==> config.mk <==
export PLATFORM = sky130hd
export DESIGN_NAME = lsu_ctrl
export DESIGN_NICKNAME = d
export VERILOG_FILES = /design/src/rtl/lsu_ctrl.sv
export SDC_FILE = /design/constraint.sdc
export NUM_CORES = 1
export LEC_CHECK = 0
export CAP_MARGIN = 20
export CORE_UTILIZATION = 31
export CTS_BUF_LIST = sky130_fd_sc_hd__clkbuf_4
export CTS_CLUSTER_SIZE = 8
export DETAILED_ROUTE_END_ITERATION = 10
export GPL_TIMING_DRIVEN = 1
export PLACE_DENSITY = 0.56
export SLEW_MARGIN = 20
export SYNTH_ARGS = -nofsm -noshare
export SYNTH_HDL_FRONTEND = slang
export SYNTH_SLANG_ARGS = --single-unit
export TNS_END_PERCENT = 5
==> constraint.sdc <==
create_clock -name clk -period 3 [get_ports clk]
set_input_delay 0.6 -clock clk [delete_from_list [all_inputs] [get_ports clk]]
set_output_delay 0.6 -clock clk [all_outputs]
set_load 0.01 [all_outputs]
==> src/rtl/lsu_ctrl.sv <==
// Multi-cycle load/store controller: effective address, alignment check, memory
// handshake, load extraction/extension and sub-word store merge or byte enables.
module lsu_ctrl #(
    parameter int XLEN      = 32,
    parameter int ADDR_W    = 32,
    parameter int RMW_STORE = 1
) (
    input  logic                clk,
    input  logic                rst,
    input  logic                req_valid,
    output logic                req_ready,
    input  logic                req_load,
    input  logic [1:0]          req_size,
    input  logic                req_unsigned,
    input  logic [XLEN-1:0]     req_base,
    input  logic [XLEN-1:0]     req_offset,
    input  logic [XLEN-1:0]     req_wdata,
    output logic [ADDR_W-1:0]   mem_addr,
    output logic                mem_rd_en,
    output logic                mem_wr_en,
    output logic [XLEN-1:0]     mem_wdata,
    output logic [XLEN/8-1:0]   mem_be,
    input  logic [XLEN-1:0]     mem_rdata,
    input  logic                mem_ack,
    output logic                resp_valid,
    output logic [XLEN-1:0]     resp_data,
    output logic                resp_misalign
);
    localparam int NB = XLEN / 8;
    localparam int LW = $clog2(NB);

    typedef enum logic [1:0] {IDLE, READ, WRITE, RESP} state_t;

    typedef struct packed {
        logic       load;
        logic [1:0] size;
        logic       uns;
        logic [2:0] ea_lo;
    } req_t;

    state_t state, state_nx;
    req_t   r;

    function automatic logic [NB-1:0] byte_mask(input logic [1:0] size, input logic [LW-1:0] lane);
        logic [NB-1:0] m;
        m = NB'((32'd1 << (32'd1 << size)) - 32'd1);
        return m << lane;
    endfunction

    function automatic logic [XLEN-1:0] replicate(input logic [1:0] size, input logic [XLEN-1:0] d);
        logic [XLEN-1:0] o;
        int n;
        n = 1 << size;
        for (int i = 0; i < NB; i++) o[i*8 +: 8] = d[(i % n)*8 +: 8];
        return o;
    endfunction

    logic [XLEN-1:0]   sum_in;
    logic [ADDR_W-1:0] ea_in;
    logic [NB-1:0]     mask_in, mask_r;
    logic              rmw_in, misalign;
    logic [LW-1:0]     lane_r;
    logic [XLEN-1:0]   load_val, merged, bit_mask;

    assign sum_in    = req_base + req_offset;
    assign ea_in     = ADDR_W'(sum_in);
    assign mask_in   = byte_mask(req_size, ea_in[LW-1:0]);
    assign rmw_in    = (RMW_STORE != 0) && !req_load && ((8 << req_size) < XLEN);
    assign req_ready = (state == IDLE);
    assign lane_r    = r.ea_lo[LW-1:0];
    assign mask_r    = byte_mask(r.size, lane_r);

    always_comb begin
        case (r.size)
            2'b00:   misalign = 1'b0;
            2'b01:   misalign = r.ea_lo[0];
            2'b10:   misalign = |r.ea_lo[1:0];
            default: misalign = (XLEN == 32) || (|r.ea_lo);
        endcase
    end

    // Shift the addressed lane down, keep its width, fill above with sign or zero.
    always_comb begin
        logic [XLEN-1:0] sh, keep;
        int nbits;
        logic sgn;
        sh    = mem_rdata >> {lane_r, 3'b000};
        nbits = 8 << r.size;
        if (nbits > XLEN) nbits = XLEN;
        for (int i = 0; i < XLEN; i++) keep[i] = (i < nbits);
        sgn      = ~r.uns & sh[nbits-1];
        load_val = (sh & keep) | ({XLEN{sgn}} & ~keep);
    end

    // For RMW stores mem_wdata already holds the replicated store data.
    always_comb begin
        for (int i = 0; i < NB; i++) bit_mask[i*8 +: 8] = {8{mask_r[i]}};
        merged = (mem_rdata & ~bit_mask) | (mem_wdata & bit_mask);
    end

    always_ff @(posedge clk or negedge rst) begin
        if (!rst) state <= IDLE;
        else      state <= state_nx;
    end

    // Alignment is judged on the registered address during the first cycle of
    // READ/WRITE, before any enable rises, so a rejected access never reaches memory.
    always_comb begin
        state_nx = state;
        case (state)
            IDLE:  if (req_valid) state_nx = (req_load || rmw_in) ? READ : WRITE;
            READ:  if (!mem_rd_en) begin
                       if (misalign) state_nx = RESP;
                   end else if (mem_ack) begin
                       state_nx = r.load ? RESP : WRITE;
                   end
            WRITE: if (!mem_wr_en) begin
                       if (misalign) state_nx = RESP;
                   end else if (mem_ack) begin
                       state_nx = RESP;
                   end
            RESP:    state_nx = IDLE;
            default: state_nx = IDLE;
        endcase
    end

    always_ff @(posedge clk or negedge rst) begin
        if (!rst) begin
            r             <= '0;
            mem_addr      <= '0;
            mem_rd_en     <= 1'b0;
            mem_wr_en     <= 1'b0;
            mem_wdata     <= '0;
            mem_be        <= '0;
            resp_valid    <= 1'b0;
            resp_data     <= '0;
            resp_misalign <= 1'b0;
        end else begin
            resp_valid <= (state_nx == RESP);
            case (state)
                IDLE: if (req_valid) begin
                    r.load        <= req_load;
                    r.size        <= req_size;
                    r.uns         <= req_unsigned;
                    r.ea_lo       <= ea_in[2:0];
                    mem_addr      <= {ea_in[ADDR_W-1:LW], {LW{1'b0}}};
                    mem_be        <= rmw_in ? '1 : mask_in;
                    mem_wdata     <= req_load ? '0 : replicate(req_size, req_wdata);
                    resp_data     <= '0;
                    resp_misalign <= 1'b0;
                end
                READ: if (!mem_rd_en) begin
                    if (misalign) resp_misalign <= 1'b1;
                    else          mem_rd_en     <= 1'b1;
                end else if (mem_ack) begin
                    mem_rd_en <= 1'b0;
                    if (r.load) resp_data <= load_val;
                    else        mem_wdata <= merged;
                end
                WRITE: if (!mem_wr_en) begin
                    if (misalign) resp_misalign <= 1'b1;
                    else          mem_wr_en     <= 1'b1;
                end else if (mem_ack) begin
                    mem_wr_en <= 1'b0;
                end
                RESP:    resp_misalign <= 1'b0;
                default: ;
            endcase
        end
    end
endmodule

==> impl_results.md, run 1 <==
- Drt pass-1 iters: 5
- Final wirelength: 37640 um
- CTS buffer count: 9
- Worst slew pin tran: 0.7097 ns
- Layout area overhead: 58.87%
- Vert. Die Dim: 177.8 um
- Crit-path max cell delay: 0.40 ns
- Pin count of the biggest net entering global routing: 57
- Final critical-path required period: 5.850 ns
- Critical path endpoint category: flip-flop
- Initial core utilization: 31.41%
- Critical Path Source: req_size[1]
- CTS tree: yes
- GP Congestion: 0.9007
- Ports: 241
- Post-Synthesis Cells: 1156
- Proportion of layout cells with a drive suffix above 1: 28.42%
- Top-count cell post-synth: nand2_1
- CP Launch Type: input pin
- Max frequency: 0.1709 GHz
- Synth top cells by count: nand2_1 (145), o21ai_0 (124), dfrtp_1 (110)
- CP max-delay cell: o31a_4
- Number of fill cells: 2933
- Leak pwr: 0.006423 uW
- Ranking of synthesized cells by area: dfrtp_1 (29%), ha_1 (6.9%), o21ai_0 (6.5%), nand2_1 (5.7%), a21oi_1 (5.2%)
- Peak VDD IR: 0.3216 mV
- Crit Path Class: in -> reg
- Die Wd: 177.8 um
- Antenna Nets Post-Route: 0
- Worst Clk Skew: 0.03814 ns
- Number of global-route vias before repair: 10630
- Initial drt markers: 657
- Hold WC Path Type: reg -> reg
- Ys async rst share: 100.0%
- Core area: 30510 um2
- RR Startpoint: r[5]$_DFFE_PN0P_
- Clk slew on worst S/H paths: 0.23 ns
- Top cell type's share of synthesized area: 28.73%
- GR Overflow Total: 0
- Row cnt: 64
- Syn Area/Cell: 8.289 um2
- Max-cap violations: 0
- Fin Setup TNS: -65.03 ns
- DR vias: 10830
- Reg2reg setup slack: 0.36 ns
- Fin crit share: 195.0%
- Leading area contributor after synthesis: dfrtp_1
- Die Area: 31620 um2
- Synth Flop Type: dfrtp_1
- Placed Area: 14240 um2
- YS warnings: 0
- DR DRC count: 0
- Outcome: finished with violations
- Routed vias/inst: 5.338
- Most used cell, CP: buf_4
- Synth cell types: 90
- First-pass GRT wire length: 57900 um
- DP HPWL: 29420 um
- Critical-path maximum fanout: 8
- Initial antenna violation count: 3
- Number of port buffers: 238
- RSZ-0062 raised after global routing: yes
- Final #Nets: 1814
- Design area: 15220 um2
- Sequential area share after synthesis: 28.73%
- Fin. max-slew vios: 0
- CTS Root Cell: clkbuf_4
- Final hold viol count: 0
- Final worst slack: -2.850 ns
- Setup Viol. Count Final: 49
- CP arrival: 6.31 ns
- Clock tree buffer depth: 2
- Worst EP required: 3.46 ns
- Failing checks: negative setup slack
- Syn Std Cell Area: 9582 um2
- CTS HTree Levels: 3
- Worst skew pair latency: 0.52 ns
- Sink Count: 110
- R2r worst-path depth: 10
- Max-slew headroom: 52.51%
- Wire per inst: 18.56 um
- Total track usage: 23.60%
- Number of synthesized flops with an enable pin: 0
- PwrDens: 661.6 nW/um2
- Synth Register Bits: 110
==> worst min-delay path by stage <==
stage,from,endpoint,slack (ns),depth (start not counted)
final,mem_addr[2]$_DFFE_PN0P_,mem_addr[2]$_DFFE_PN0P_,0.50,2
after global routing,rst,async pin,0.52,2
after floorplan,rst,async pin,0.30,0
after global placement,flip-flop,flip-flop,0.46,2
after detailed placement,mem_addr[26]$_DFFE_PN0P_,mem_addr[26]$_DFFE_PN0P_,0.47,2
after CTS,rst,async pin,0.50,2
==> logic make-up after synthesis <==
| family | synth area share [%] |
|---|---|
| buf+inv | 4.022 |
| compound gates | 32.50 |
| fa+ha+maj | 7.130 |
| mux | 8.775 |
| other cells | 0.03914 |
| simple gates | 15.88 |
| flops | 28.73 |
| xor+xnor | 2.925 |
==> power by group <==
group,internal (uW),switching [uW],total [uW]
combinational,3220,3410,6630
sequential,2170,466,2630
clock,196,611,807
==> per-layer routing <==
layer	up-vias	wire length (um)	GRT usage [%]
met5	-	0	0
met4	0	1160	8.689
met3	58	2267	4.220
met2	377	17730	39.89
met1	5138	16480	29.84
li1	5253	-	-
==> placed cells by master (no fill, tap or decap), drive strengths merged, types with 8 or more instances in the layout <==
master and n:
buf 281, clkdlybuf4s50 233, nand2 145, o21ai 138
dfrtp 110, a21oi 101, nor2 92, ha 53
inv 39, a22oi 27, a22o 24, mux2i 24
mux2 21, o31ai 21, nand3 19, xnor2 17
o211ai 17, mux4 16, o21bai 16, a21o 16
xor2 15, a31oi 15, a211oi 15, o21a 13
nor3 13, o22a 10, nor2b 10, clkbuf 9
and2 8, nand4 8, o311ai 8
==> through the flow <==
stage	power, uW	cells	hold WS (ns)	worst slack, ns	utilization, %
after floorplan	5901	1157	0.3044	-2.999	-
after global placement	8939	1977	0.4611	-3.887	46.69
after detailed placement	8988	1977	0.4709	-3.999	46.69
after CTS	10040	2024	0.5012	-2.673	49.29
after global routing	10890	2027	0.5153	-3.032	49.89
final	10070	2028	0.4991	-2.850	49.89
==> cell type report <==
class | count | area [um2] | share of cell area [%]
Tap cell | 396 | 495.5 | 3.255
Clock inverter | 7 | 72.57 | 0.4767
Timing Repair Buffer | 517 | 4596 | 30.19
Multi-Input combinational cell | 950 | 7083 | 46.53
Sequential cell | 110 | 2753 | 18.08
Clock buffer | 9 | 67.56 | 0.4439
Antenna cell | 3 | 7.507 | 0.04932
Inverter | 36 | 147.6 | 0.9699
==> what timing repair did <==
action | in CTS | in global routing
pin swaps | 77 | 10
hold buffers | 1 | 0
buffers inserted | 30 | 1
resized for setup | 101 | 32
setup endpoints to repair | 52 | 50
endpoints found under the hold margin | 28 | 0
==> critical path, delay by kind of cell <==
kind	cells	cell delay, ns
compound gates	13	3.28
fa+ha+maj	2	0.39
buf+inv	9	1.10
mux	2	0.47
simple gates	5	0.46
Note: power is estimated with default switching activity, not from simulation.
==> run 2: changes to the inputs <==
RECOVER_POWER = 25   (was unset)
==> impl_results.md, run 2 (same netlist as run 1, synthesis figures left out) <==
- Initial core utilization: 31.41%
- Failing checks: max-capacitance violations, max-slew violations, negative setup slack
- Design area: 15210 um2
- Die Wd: 177.8 um
- GR Overflow Total: 0
- Buffers and inverters on the worst path: 9
- Proportion of layout cells with a drive suffix above 1: 28.36%
- Min-delay src: mem_addr[2]$_DFFE_PN0P_
- Peak VDD IR: 0.3223 mV
- Antenna Nets Post-Route: 0
- Critical-path maximum fanout: 8
- Fin. max-slew vios: 31
- Initial drt markers: 660
- DR vias: 10830
- Fin crit share: 194.9%
- First-pass GRT wire length: 57900 um
- Logic gate share of total power: 65.9%
- Vert. Die Dim: 177.8 um
- Internal power: 5584 uW
- Critical path endpoint category: flip-flop
- Reg power frac: 26.1%
- Worst skew pair latency: 0.52 ns
- Worst Clk Skew: 0.03722 ns
- PwrDens: 662.6 nW/um2
- Setup Viol. Count Final: 49
- Max-cap violations: 1
- Final #Nets: 1814
- Most frequent cells in the layout: buf_4 (262), clkdlybuf4s50_1 (233), nand2_1 (143)
- Number of fill cells: 2933
- CTS HTree Levels: 3
- CP arrival: 6.31 ns
- Max frequency: 0.1710 GHz
- Most common cell after layout, fill and taps aside: buf_4
- Hold WC Path Type: reg -> reg
- Max-slew headroom: -13.56%
- Core area: 30510 um2
- Worst EP required: 3.46 ns
- Layout area overhead: 58.70%
- DP HPWL: 29420 um
- CTS buffer count: 9
- Wire per inst: 18.56 um
- Clk slew on worst S/H paths: 0.22 ns
- GP Congestion: 0.9007
- Clock network power share: 8.0%
- P_sw: 4492 uW
- Crit Path Class: in -> reg
- Drt pass-1 iters: 8
- Ports: 241
- Outcome: finished with violations
- Placed Area: 14240 um2
- RR Startpoint: r[5]$_DFFE_PN0P_
- RSZ-0062 raised after global routing: yes
- DR DRC count: 0
- Die Area: 31620 um2
- Crit-path leading delay family: compound AO/OA/AOI/OAI gates
- Routed vias/inst: 5.342
- Final worst slack: -2.847 ns
- Clock tree buffer depth: 2
- CTS Root Cell: clkbuf_4
- Final hold viol count: 0
- Total power: 10080 uW
- Final critical-path required period: 5.847 ns
- Final wirelength: 37650 um
- Switching Share: 44.58%
- Pin count of the biggest net entering global routing: 57
- Crit-path max cell delay: 0.40 ns
- Total track usage: 23.60%
- Number of port buffers: 238
- Initial antenna violation count: 3
- Most used cell, CP: buf_4
- Critical Path Source: req_size[1]
- Row cnt: 64
- Sink Count: 110
- CP Launch Type: input pin
- Worst slew pin tran: 1.703 ns
- Leak pwr: 0.006415 uW
- CTS tree: yes
- CP max-delay cell: o31a_4
- Number of global-route vias before repair: 10630
## run 2: path summary, 6_finish.rpt
kind / endpoint / slack (ns) / depth (start not counted)
worst max-delay path: flip-flop / -2.85 / 31
worst min-delay path: mem_addr[2]$_DFFE_PN0P_ / 0.50 / 2
worst max register to register: flip-flop / 0.35 / 10
worst min register to register: mem_addr[2]$_DFFE_PN0P_ / 0.50 / 2
max in group asynchronous: mem_addr[2]$_DFFE_PN0P_ / 0.23 / 3
min in group asynchronous: async pin / 1.04 / 2
## run 2: worst reg2reg max path, stage by stage (launching register included)
cell and delay [ns]:
dfrtp_1 0.59, nor2_1 0.17, buf_4 0.20, inv_1 0.15
ha_1 0.33, nand2_1 0.05, o21ai_0 0.08, o21ai_0 0.12
nor2_1 0.55, a22oi_1 0.19, a21oi_1 0.17
## run 2: timing repair
| item | in CTS | in global routing |
|---|---|---|
| hold buffers | 1 | 0 |
| pin swaps | 77 | 10 |
| resized for setup | 101 | 32 |
| setup buffers | 30 | 1 |
| endpoints found under the hold margin | 28 | 0 |
| endpoints found under the setup margin | 52 | 50 |
## run 2: final cells by class
cell class	instances	area (um2)	area share (%)
flip-flops and latches	110	2753	18.10
diodes	3	7.507	0.04937
clock inverters	7	72.57	0.4772
clock buffers	9	67.56	0.4443
multi-input cells	950	7083	46.58
inverters	36	147.6	0.9710
well taps	396	495.5	3.258
repair buffers	517	4579	30.12
## run 2: through the flow
step / TNS (ns) / cells / setup WS, ns / util (%) / hold slack (ns)
after floorplan: -87.16 / 1157 / -2.999 / - / 0.3044
after global placement: -119.47 / 1977 / -3.887 / 46.69 / 0.4611
after detailed placement: -122.59 / 1977 / -3.999 / 46.69 / 0.4709
after CTS: -61.67 / 2024 / -2.673 / 49.29 / 0.5012
after global routing: -87.05 / 2027 / -3.032 / 49.83 / 0.5354
final: -64.81 / 2028 / -2.847 / 49.84 / 0.4990
## run 2: layer usage
layer	part of all wire (%)	global-route usage [%]	vias to the layer above
met1	44	29.84	5150
met4	3.0	8.689	0
met3	6.0	4.220	57
met5	0	0	-
li1	-	-	5252
met2	47	39.89	374
## run 2: power by group through the flow
| stage | clock network (uW) | logic [uW] | registers (uW) |
|---|---|---|---|
| after floorplan | 0 | 3060 | 2840 |
| after global placement | 0 | 6280 | 2660 |
| after detailed placement | 0 | 6320 | 2670 |
| after CTS | 840 | 6560 | 2640 |
| after global routing | 893 | 7260 | 2730 |
| final | 807 | 6640 | 2630 |
